File: config.mk
export PLATFORM = sky130hd
export DESIGN_NAME = rgmii_rx
export DESIGN_NICKNAME = d
export VERILOG_FILES = /design/src/rtl/rgmii_rx.sv
export SDC_FILE = /design/constraint.sdc
export NUM_CORES = 1
export LEC_CHECK = 0
export ABC_AREA = 0
export CAP_MARGIN = 40
export CORE_MARGIN = 4
export CORE_UTILIZATION = 45
export DETAILED_ROUTE_END_ITERATION = 8
export PLACE_DENSITY = 0.63
export SYNTH_ARGS = -nofsm -noshare
export SYNTH_HDL_FRONTEND = slang
export SYNTH_SLANG_ARGS = --single-unit
export TNS_END_PERCENT = 10
File: constraint.sdc
create_clock -name clk125 -period 2.75 [get_ports clk125]
set_input_delay 0.825 -clock clk125 [delete_from_list [all_inputs] [get_ports clk125]]
set_output_delay 0.825 -clock clk125 [all_outputs]
set_load 0.02 [all_outputs]
File: src/rtl/rgmii_rx.sv
// rgmii_rx: RGMII receive front end for fixed-size payload frames.
//
// Turns the DDR RGMII nibble stream into one byte per clk125 cycle and parses
// the frame that follows the SFD: dst MAC (unicast MAC or broadcast), src MAC
// (ignored), EtherType, 16-bit sequence field, 1024 payload bytes and the FCS.
// Payload bytes go to a double-buffered memory. The bank being filled is
// always ~idx. Only a fully checked frame flips idx, so the bank named by idx
// always holds the last good payload.
//
// Ports
//   clk125      in   125 MHz clock (posedge and negedge both used for capture)
//   rst_n       in   asynchronous active-low reset
//   rxctl       in   RGMII control: DV at posedge, DV^ER at negedge
//   rxd[3:0]    in   RGMII data: bits[3:0] at posedge, bits[7:4] at negedge
//   wrad[10:0]  out  payload write address {bank, offset[9:0]}
//   wrdata[7:0] out  payload write data
//   we          out  write strobe. Each high cycle carries exactly one byte at
//                    wrad/wrdata. There is no back-pressure.
//   idx         out  bank holding the last good payload
//   seq[15:0]   out  sequence field of the last good frame
//   frm_ok      out  one-cycle pulse per accepted frame
//   frm_bad     out  one-cycle pulse per rejected frame
//   dbg_state_o out  current parser state
`timescale 1ns/1ps
module rgmii_rx #(
    parameter logic [47:0] MAC   = 48'h0088dab8bf08,
    parameter logic [15:0] ETYPE = 16'h1919
) (
    input  logic        clk125,
    input  logic        rst_n,
    input  logic        rxctl,
    input  logic [3:0]  rxd,
    output logic [10:0] wrad,
    output logic [7:0]  wrdata,
    output logic        we,
    output logic        idx,
    output logic [15:0] seq,
    output logic        frm_ok,
    output logic        frm_bad,
    output logic [2:0]  dbg_state_o
);
    typedef enum logic [2:0] {IDLE = 3'd0, PRE, HDR, PAY, FCS, DROP} state_t;

    localparam logic [31:0] CRC_INIT    = 32'hFFFFFFFF;
    localparam logic [31:0] CRC_RESIDUE = 32'hDEBB20E3;
    localparam logic [10:0] LEN_FRAME   = 11'd1044;
    localparam logic [10:0] LAST_PAY    = 11'd1039;

    // Reflected CRC-32 over one byte, LSB first.
    function automatic logic [31:0] crc32_byte(input logic [31:0] c, input logic [7:0] b);
        logic [31:0] r;
        r = c;
        for (int i = 0; i < 8; i++) begin
            if (r[0] ^ b[i]) r = (r >> 1) ^ 32'hEDB88320;
            else             r = r >> 1;
        end
        return r;
    endfunction

    // ---------------- DDR capture ----------------
    logic [3:0] lo_q, hi_q;
    logic       dv_pos_q, ctl_neg_q;
    logic [7:0] byte_q;
    logic       bdv_q, ber_q;
    // fill_q[1] marks that byte_q/bdv_q come from real samples rather than
    // reset values. Without it, a reset released mid-frame would see a fake
    // dv=0 and re-arm on the tail of the frame.
    logic [1:0] fill_q;

    always_ff @(posedge clk125 or negedge rst_n) begin
        if (!rst_n) begin
            lo_q     <= 4'h0;
            dv_pos_q <= 1'b0;
            byte_q   <= 8'h00;
            bdv_q    <= 1'b0;
            ber_q    <= 1'b0;
            fill_q   <= 2'b00;
        end else begin
            lo_q     <= rxd;
            dv_pos_q <= rxctl;
            byte_q   <= {hi_q, lo_q};
            bdv_q    <= dv_pos_q;
            ber_q    <= dv_pos_q ^ ctl_neg_q;
            fill_q   <= {fill_q[0], 1'b1};
        end
    end

    always_ff @(negedge clk125 or negedge rst_n) begin
        if (!rst_n) begin
            hi_q      <= 4'h0;
            ctl_neg_q <= 1'b0;
        end else begin
            hi_q      <= rxd;
            ctl_neg_q <= rxctl;
        end
    end

    // ---------------- parser ----------------
    state_t      state_q, state_d;
    logic [10:0] cnt_q, cnt_d;          // bytes received since the SFD
    logic [9:0]  off_q, off_d;          // payload write offset
    logic [31:0] crc_q, crc_d;
    logic        mac_ok_q, mac_ok_d;    // dst bytes so far equal MAC
    logic        bcast_q, bcast_d;      // dst bytes so far all 8'hFF
    logic [15:0] seq_tmp_q, seq_tmp_d;
    logic        quiet_q, quiet_d;      // drop began before the SFD: no frm_bad
    logic        armed_q, armed_d;      // a real dv=0 has been seen since reset
    logic        we_q, we_d;
    logic [10:0] wrad_q, wrad_d;
    logic [7:0]  wrdata_q, wrdata_d;
    logic        idx_q, idx_d;
    logic [15:0] seq_q, seq_d;
    logic        frm_ok_q, frm_ok_d;
    logic        frm_bad_q, frm_bad_d;

    logic [10:0] cnt_inc;
    logic [9:0]  off_inc;
    logic [31:0] crc_nxt;
    logic [7:0]  mac_byte;

    assign cnt_inc = (cnt_q == 11'h7FF) ? cnt_q : cnt_q + 11'd1;
    assign off_inc = (off_q == 10'h3FF) ? off_q : off_q + 10'd1;
    assign crc_nxt = crc32_byte(crc_q, byte_q);

    // MAC[7:0] is the first dst byte on the wire.
    always_comb begin
        mac_byte = 8'h00;
        case (cnt_q[2:0])
            3'd0:    mac_byte = MAC[7:0];
            3'd1:    mac_byte = MAC[15:8];
            3'd2:    mac_byte = MAC[23:16];
            3'd3:    mac_byte = MAC[31:24];
            3'd4:    mac_byte = MAC[39:32];
            3'd5:    mac_byte = MAC[47:40];
            default: mac_byte = 8'h00;
        endcase
    end

    always_comb begin
        state_d   = state_q;
        cnt_d     = cnt_q;
        off_d     = off_q;
        crc_d     = crc_q;
        mac_ok_d  = mac_ok_q;
        bcast_d   = bcast_q;
        seq_tmp_d = seq_tmp_q;
        quiet_d   = quiet_q;
        armed_d   = armed_q | (fill_q[1] & ~bdv_q);
        we_d      = 1'b0;
        wrad_d    = wrad_q;
        wrdata_d  = wrdata_q;
        idx_d     = idx_q;
        seq_d     = seq_q;
        frm_ok_d  = 1'b0;
        frm_bad_d = 1'b0;

        case (state_q)
            IDLE: begin
                if (ber_q) begin
                    state_d = DROP;
                    quiet_d = 1'b1;
                end else if (bdv_q && armed_q) begin
                    quiet_d = 1'b1;
                    state_d = (byte_q == 8'h55) ? PRE : DROP;
                end
            end
            PRE: begin
                if (!bdv_q) begin
                    state_d = IDLE;
                end else if (ber_q) begin
                    state_d = DROP;
                    quiet_d = 1'b1;
                end else if (byte_q == 8'hD5) begin
                    state_d  = HDR;
                    cnt_d    = 11'd0;
                    off_d    = 10'd0;
                    crc_d    = CRC_INIT;
                    mac_ok_d = 1'b1;
                    bcast_d  = 1'b1;
                end else if (byte_q != 8'h55) begin
                    state_d = DROP;
                    quiet_d = 1'b1;
                end
            end
            HDR: begin
                if (!bdv_q) begin
                    state_d   = IDLE;
                    frm_bad_d = 1'b1;
                end else if (ber_q) begin
                    state_d = DROP;
                    quiet_d = 1'b0;
                end else begin
                    crc_d = crc_nxt;
                    cnt_d = cnt_inc;
                    if (cnt_q < 11'd6) begin
                        mac_ok_d = mac_ok_q & (byte_q == mac_byte);
                        bcast_d  = bcast_q & (byte_q == 8'hFF);
                    end
                    if (cnt_q == 11'd14) seq_tmp_d[7:0]  = byte_q;
                    if (cnt_q == 11'd15) begin
                        seq_tmp_d[15:8] = byte_q;
                        state_d         = PAY;
                    end
                    if ((cnt_q == 11'd5 && !mac_ok_d && !bcast_d) ||
                        (cnt_q == 11'd12 && byte_q != ETYPE[15:8]) ||
                        (cnt_q == 11'd13 && byte_q != ETYPE[7:0])) begin
                        state_d = DROP;
                        quiet_d = 1'b0;
                    end
                end
            end
            PAY: begin
                if (!bdv_q) begin
                    state_d   = IDLE;
                    frm_bad_d = 1'b1;
                end else if (ber_q) begin
                    state_d = DROP;
                    quiet_d = 1'b0;
                end else begin
                    crc_d    = crc_nxt;
                    cnt_d    = cnt_inc;
                    off_d    = off_inc;
                    we_d     = 1'b1;
                    wrdata_d = byte_q;
                    wrad_d   = {~idx_q, off_q};
                    if (cnt_q == LAST_PAY) state_d = FCS;
                end
            end
            FCS: begin
                if (!bdv_q) begin
                    state_d = IDLE;
                    if (cnt_q == LEN_FRAME && crc_q == CRC_RESIDUE) begin
                        frm_ok_d = 1'b1;
                        idx_d    = ~idx_q;
                        seq_d    = seq_tmp_q;
                    end else begin
                        frm_bad_d = 1'b1;
                    end
                end else if (ber_q || cnt_q >= LEN_FRAME) begin
                    state_d = DROP;
                    quiet_d = 1'b0;
                end else begin
                    crc_d = crc_nxt;
                    cnt_d = cnt_inc;
                end
            end
            DROP: begin
                if (!bdv_q) begin
                    state_d   = IDLE;
                    frm_bad_d = ~quiet_q;
                end
            end
            default: state_d = IDLE;
        endcase
    end

    always_ff @(posedge clk125 or negedge rst_n) begin
        if (!rst_n) begin
            state_q   <= IDLE;
            cnt_q     <= 11'd0;
            off_q     <= 10'd0;
            crc_q     <= CRC_INIT;
            mac_ok_q  <= 1'b0;
            bcast_q   <= 1'b0;
            seq_tmp_q <= 16'h0000;
            quiet_q   <= 1'b0;
            armed_q   <= 1'b0;
            we_q      <= 1'b0;
            wrad_q    <= 11'd0;
            wrdata_q  <= 8'h00;
            idx_q     <= 1'b0;
            seq_q     <= 16'h0000;
            frm_ok_q  <= 1'b0;
            frm_bad_q <= 1'b0;
        end else begin
            state_q   <= state_d;
            cnt_q     <= cnt_d;
            off_q     <= off_d;
            crc_q     <= crc_d;
            mac_ok_q  <= mac_ok_d;
            bcast_q   <= bcast_d;
            seq_tmp_q <= seq_tmp_d;
            quiet_q   <= quiet_d;
            armed_q   <= armed_d;
            we_q      <= we_d;
            wrad_q    <= wrad_d;
            wrdata_q  <= wrdata_d;
            idx_q     <= idx_d;
            seq_q     <= seq_d;
            frm_ok_q  <= frm_ok_d;
            frm_bad_q <= frm_bad_d;
        end
    end

    assign we          = we_q;
    assign wrad        = wrad_q;
    assign wrdata      = wrdata_q;
    assign idx         = idx_q;
    assign seq         = seq_q;
    assign frm_ok      = frm_ok_q;
    assign frm_bad     = frm_bad_q;
    assign dbg_state_o = state_q;
endmodule

### Yosys cells after proc, flatten, opt, wreduce, memory -nomap -nowiden

Index checks and enable logic that the tools add are counted.

* register bits: 137
* input port bits: 7
* output and inout bits: 42
* logic and storage cells: 222

* equality and inequality tests: 48
* bitwise operators: 25
* reduce and logical (&&, ||, !) cells: 27
* $add $sub $neg: 2
* magnitude comparators: 2
* muxes and demuxes: 93

Operators by type and width (count)
* $mux W32: 15
* $not A13 Y14: 8
* $pmux W32 S3: 1
* $mux W11: 8
* $mux W10: 6
* $mux W3: 17
* $eq A11 B4 Y1 const B: 4
* $pmux W8 S5: 1
* $mux W1: 38
* $eq A11 B11 Y1 const B: 3
* $pmux W11 S3: 1
* $eq A32 B32 Y1 const B: 1
* $ne A2 B2 Y1 const B: 14
* $pmux W10 S2: 1
* $pmux W3 S6: 1
* $eq A8 B8 Y1 const B: 2
* $ne A3 B3 Y1 const B: 5
* $eq A3 B2 Y1 const B: 4
* $reduce_and A6 Y1: 2
* $add A11 B1 Y11 const B: 1
* $eq A11 B3 Y1 const B: 1
* $ge A11 B11 Y1 const B: 1
* $lt A11 B3 Y1 const B: 1
* $reduce_and A11 Y1: 1
* other kinds (30): 60

### Longest topological paths before layout

Gate-level depths: netlist of run 1.

* depth in word-level cells: 19
* depth in mapped cells: 9
* depth with buffers taken out: 9

==> summary.txt, run 1 <==
Run status
  – Outcome: complete, no violations

Finish
  – Synth-to-Final Area Change: 22.9%
  – Multi-input gate area: 3130 sq um
  – # diodes: 0
  – Share of cells above drive strength 1: 25.0%
  – Fill count: 1195
  – Post-Layout Cell Count: 871
  – Nets: 687
  – Post-layout util: 56.7%
  – Reg area: 3470 sq um

Clocking
  – Clock root buffer: clkbuf_16
  – Hold-fix buffers, CTS: 0
  – CTS tree: yes
  – Worst-Skew Late Latency: 420 ps
  – Clock tree buffer depth: 2
  – H-tree depth: 4
  – CTS Sinks: 137
  – CTS clk-pin slew, worst paths: 60 ps
  – CTS buffer count: 17

GRT
  – Largest net degree at the start of global routing: 64
  – GRT overflow: 0
  – Global-route wire length before repair: 25.3 mm
  – GRT Total Usage: 19.4%
  – Antenna violations before repair: 0
  – Vias in the first global route: 4872

Timing
  – Setup violators final: 0
  – Fmax: 376 MHz
  – Fin crit period: 2660 ps
  – Clk_skew: 22.7 ps
  – Fin. Hold Viols: 0
  – Max-slew headroom: 47.4%
  – Tcrit/Tclk final: 96.7%
  – Worst setup margin: 90.6 ps
  – Hold Slack: 265 ps
  – Worst slew pin tran: 789 ps
  – Final Max Slew Viols: 0

Setup path
  – Top cell family by delay on the critical path: buffers and inverters
  – Worst r2r src: cnt_q[0]
  – Critical path launch point type: register
  – Crit path largest cell delay: 720 ps
  – Worst EP required: 1930 ps
  – CP Data Arrival Time: 1830 ps
  – Kind of critical path: register to output port
  – CP Max Fanout: 19
  – R2R depth: 9
  – Slowest-stage cell, CP: clkdlybuf4s50_1
  – Setup crit start: dbg_state_o[0]
  – CP bufs+invs: 1
  – CP cell instances: clkdlybuf4s50_1
  – R2R Path End: dbg_state_o[0]
  – Reg-to-reg slack, setup: 110 ps
  – Crit end category: output port

Place
  – RePlAce Congestion: 0.866
  – IO buf count: 48
  – Detailed placer's ending HPWL: 10.7 mm
  – Placed Cells: 837
  – Post-Place Setup Slack: -55.6 ps

Logic synthesis
  – Library cells used by synthesis: 64
  – Synth Area per Inst: 11.1 sq um
  – Cells after synthesis: 608
  – Post-Synth Simple-Gate Area: 13.1%
  – Synth area leader: dfrtp_1
  – Yosys synthesis warning count: 0
  – Post-synthesis adder-cell area fraction: 1.11%
  – Complex-gate fraction of the synthesized area: 10.1%
  – Sequential share of the synthesized area: 51.5%
  – Synth Net Count: 621
  – Flop and latch count out of synthesis: 137
  – Largest family of logic cells by synthesized area: simple AND/OR/NAND/NOR gates
  – Area share of the largest cell type after synthesis: 37.1%
  – Synth cell count leaders: dfrtp_1, nor2_1, xnor2_1
  – Post-synthesis async set-or-reset flop share: 100%
  – Most common cell in the netlist: dfrtp_1
  – Post-synthesis cell area: 6740 sq um
  – Post-synth top flop: dfrtp_1
  – Dominant cells by area after synthesis: dfrtp_1, dfstp_2, xnor2_1, mux2_2, xor2_1
  – Post-Synth XOR/XNOR Area: 11.8%
  – Post-synthesis mux area share: 9.32%
  – EDFF count, synth: 0

Floorplan
  – Die W: 130 um
  – Starting Density: 46.2%
  – Core ar.: 14600 sq um
  – Die area: 17000 sq um
  – IO Pins: 49
  – Die Y: 130 um
  – Site Rows: 44

Pwr
  – Overall power: 8.95 mW
  – Power Dens Cells: 1080 nW/um^2
  – Leakage power: 3.52 nW
  – VDD IR max: 1.05 mV

Route
  – Antenna-violating nets left: 0
  – Final WL: 15.5 mm
  – Drt pass-1 iters: 5
  – Detailed router's first-iteration violation count: 286
  – DR vias: 4779
  – Average via count per standard cell: 5.49
  – Remaining DRCs: 0
  – WL/cell: 17.9 um

Worst hold path
  – Class of the worst hold path: primary input to async pin

Flow run
  – Max Cap Violations: 0
-- sequential cells by signal, indices dropped and copies added (netlist names), 3 cells and up --
register	count
crc_q	32
seq	16
seq_tmp_q	16
cnt_q	11
wrad	11
off_q	10
byte_q	8
wrdata	8
hi_q	4
lo_q	4
dbg_state_o	3
-- kinds of logic (layout without fill, tap and decap cells) --
family / after synthesis / after routing
adders and majority gates: 6 / 6
xor gates and xnor gates: 88 / 88
and+or+nand+nor: 174 / 174
other: 1 / 1
muxes: 53 / 53
DFF: 137 / 137
AOI/OAI and AO/OA: 103 / 103
buffers and inverters: 46 / 125
-- repair_timing --
| item | in CTS | in global routing |
|---|---|---|
| endpoints found under the setup margin | 0 | 14 |
| resized for setup | 0 | 13 |
| setup buffers | 0 | 2 |
-- placed cells by master (no fill, tap or decap), types with 15 or more instances in the layout --
cell type / count
clkbuf_16: 17
dfrtp_1: 98
a31oi_1: 35
nand3_1: 15
xor2_1: 27
buf_4: 31
clkdlybuf4s50_1: 47
xnor2_1: 59
nor2_1: 61
dfstp_2: 32
o21ai_0: 23
mux2_2: 42
nand2_1: 27
-- per-layer routing --
layer / vias up / GRT usage [%] / wire length, um
met5: - / 0 / 0
met4: 0 / 6.11 / 246
met3: 17 / 4.50 / 615
met2: 106 / 32.9 / 7960
met1: 2384 / 24.7 / 6730
li1: 2272 / - / -
-- power by group --
group	switching [mW]	internal (mW)	total, mW
Combinational	1.94	1.71	3.65
Sequential	0.380	2.47	2.85
Clock	0.895	1.56	2.45
-- cell type report --
type,instances,share of cell area [%]
clock buffers,20,5.40
well taps,184,2.78
inverters,11,0.499
multi-input cells,425,37.8
repair buffers,82,9.36
flip-flops and latches,137,41.9
clock inverters,12,2.24
-- how the worst max path moves through the flow --
| stage | to | depth (start not counted) | slack [ps] |
|---|---|---|---|
| 4_1_cts | dbg_state_o[0] | 9 | 10 |
| 2_1_floorplan | seq[10] | 8 | 260 |
| 3_5_place_dp | ctl_neg_q | 1 | -60 |
| 6_report | dbg_state_o[0] | 1 | 90 |
| 5_1_grt | dbg_state_o[0] | 9 | -10 |
| 3_3_place_gp | ctl_neg_q | 1 | -40 |
-- worst register-to-register path: stages (launching register included) --
cell and delay, ps:
dfrtp_2 440, inv_1 100, ha_2 230, o21ba_2 250, o211a_1 220, a22oi_2 210, o311ai_0 140, a221o_1 420
a31oi_4 170, mux2_2 350
-- stage by stage --
stage | instance area, sq um | setup TNS [ps]
floorplan | 6740 | 0
global placement | 7560 | -152
detailed placement | 7570 | -264
CTS | 8200 | 0
global route | 8280 | -15.3
finish | 8280 | 0
Note: power is estimated with default switching activity, not from simulation.
==> inputs of run 2 (changes only) <==
--- a/config.mk
+++ b/config.mk
@@ -10,7 +10,9 @@
 export CORE_MARGIN = 4
 export CORE_UTILIZATION = 45
 export DETAILED_ROUTE_END_ITERATION = 8
+export MAX_ROUTING_LAYER = met4
 export PLACE_DENSITY = 0.63
+export SKIP_LAST_GASP = 1
 export SYNTH_ARGS = -nofsm -noshare
 export SYNTH_HDL_FRONTEND = slang
 export SYNTH_SLANG_ARGS = --single-unit
==> run 2 against run 1 <==
  * Final area fell by 0.51%
  * Worst hold slack got worse by 19 ps
  * Clock skew up 1.0 ps
  * Maximum frequency is 1.1% higher
  * Die area did not move
  * Clock power decreased by 10%
  * Total power is 2.7% lower
  * Routed wire length shrank 0.91%
  * Register-to-register slack is essentially flat
  * Largest power group unchanged
==> summary.txt, run 2 (synthesis results as in run 1) <==
Timing
  – Worst setup margin: 118 ps
  – Fmax: 380 MHz
  – Fin crit period: 2630 ps
  – Fin. Hold Viols: 0
  – Setup violators final: 0
  – Max-slew headroom: 52.1%
  – Final Max Slew Viols: 0
  – RSZ-0062 raised after global routing: yes
  – Clk_skew: 23.7 ps
  – Worst slew pin tran: 715 ps
  – Setup TNS Final: 0 ps
  – Tcrit/Tclk final: 95.7%

Finish
  – Commonest cells after routing, fill and taps aside: dfrtp_1, nor2_1, xnor2_1
  – Largest Register: crc_q
  – # diodes: 0
  – Post-layout util: 56.4%
  – Synth-to-Final Area Change: 22.2%
  – Nets: 687
  – Share of cells above drive strength 1: 25.3%
  – Largest register FFs: 32
  – Leading cell type in the layout, fill and taps excluded: dfrtp_1

Floorplan
  – Site Rows: 44
  – IO Pins: 49
  – Core ar.: 14600 sq um
  – Starting Density: 46.2%
  – Die Y: 130 um
  – Die area: 17000 sq um
  – Die W: 130 um

Place
  – RePlAce Congestion: 0.876
  – IO buf count: 48
  – Post-Place Setup Slack: -58.9 ps
  – Detailed placer's ending HPWL: 10.7 mm

GRT
  – Largest net degree at the start of global routing: 101
  – GRT overflow: 0
  – Vias in the first global route: 4773
  – GRT Total Usage: 19.9%
  – Global-route wire length before repair: 25.3 mm
  – Antenna violations before repair: 0

Clocking
  – H-tree depth: 4
  – CTS Sinks: 137
  – Worst-Skew Late Latency: 420 ps
  – Clock tree buffer depth: 2
  – CTS buffer count: 17
  – CTS tree: yes
  – Clock root buffer: clkbuf_16
  – CTS clk-pin slew, worst paths: 70 ps

Setup path
  – Kind of critical path: register to register
  – Worst EP required: 3060 ps
  – R2R Path End: dbg_state_o[0]
  – CP Data Arrival Time: 2940 ps
  – Worst r2r src: cnt_q[1]
  – R2R depth: 10
  – Critical path launch point type: register
  – CP Max Fanout: 5
  – Crit end category: register
  – Reg-to-reg slack, setup: 120 ps

Pwr
  – VDD IR max: 0.907 mV
  – Leakage power: 3.50 nW
  – Power Dens Cells: 1060 nW/um^2

Route
  – WL/cell: 17.7 um
  – Detailed router's first-iteration violation count: 309
  – Antenna-violating nets left: 0
  – Final WL: 15.4 mm
  – Average via count per standard cell: 5.55
  – Remaining DRCs: 0
  – Drt pass-1 iters: 4
  – DR vias: 4831

Flow run
  – Max Cap Violations: 0

Worst hold path
  – Class of the worst hold path: primary input to async pin

Run status
  – Outcome: complete, no violations
run 2: metrics by stage:
stage          cells  hold slack (ps)  instance area [sq um]  power (mW)
2_1_floorplan    608              331                   6740        5.41
3_3_place_gp     838              335                   7590        6.46
4_1_cts          871              237                   8180        8.74
6_report         871              246                   8240        8.71
5_1_grt          871              240                   8240        9.25
3_5_place_dp     839              340                   7600        6.49
run 2: power breakdown:
group	total [mW]	leakage (nW)	internal (mW)	switching (mW)
Combinational	3.67	1.50	1.72	1.95
Clock	2.20	0.279	1.21	0.997
Sequential	2.84	1.72	2.47	0.369
Total	8.71	3.50	5.40	3.31
run 2: worst max path at each step:
stage | to | start | depth (start not counted)
finish | dbg_state_o[0] | cnt_q[1] | 10
CTS | dbg_state_o[0] | dbg_state_o[0] | 1
detailed placement | hi_q[2] | rxd[2] | 1
floorplan | seq[10] | crc_q[19] | 8
global route | dbg_state_o[0] | cnt_q[1] | 9
global placement | ctl_neg_q | rxctl | 1
run 2: critical path, cell delays in order, from the launching register on:
cell and delay (ps):
dfrtp_1 420, inv_1 100, ha_1 230, buf_4 160
and3_1 160, o21ai_0 210, o211a_1 220, o311ai_1 110
a221o_1 360, a31oi_2 180, mux2_2 360
run 2: repair_timing:
item,4_1_cts,5_1_grt
setup endpoints to repair,0,14
buffers inserted,0,0
gates resized for setup,0,13
hold buffers,0,0
run 2: metal layers:
layer | global-route usage, % | vias up | wire length [um]
li1 | - | 2297 | -
met1 | 25.6 | 2416 | 6710
met2 | 32.4 | 98 | 7840
met3 | 4.54 | 20 | 599
met4 | 4.48 | 0 | 256
met5 | - | - | 0
run 2: area by class of cell:
class	instances	area, sq um
Multi-Input combinational cell	425	3130
Clock inverter	15	154
Sequential cell	137	3470
Inverter	11	41.3
Fill cell	1241	6350
Tap cell	184	230
Clock buffer	17	425
Timing Repair Buffer	82	787
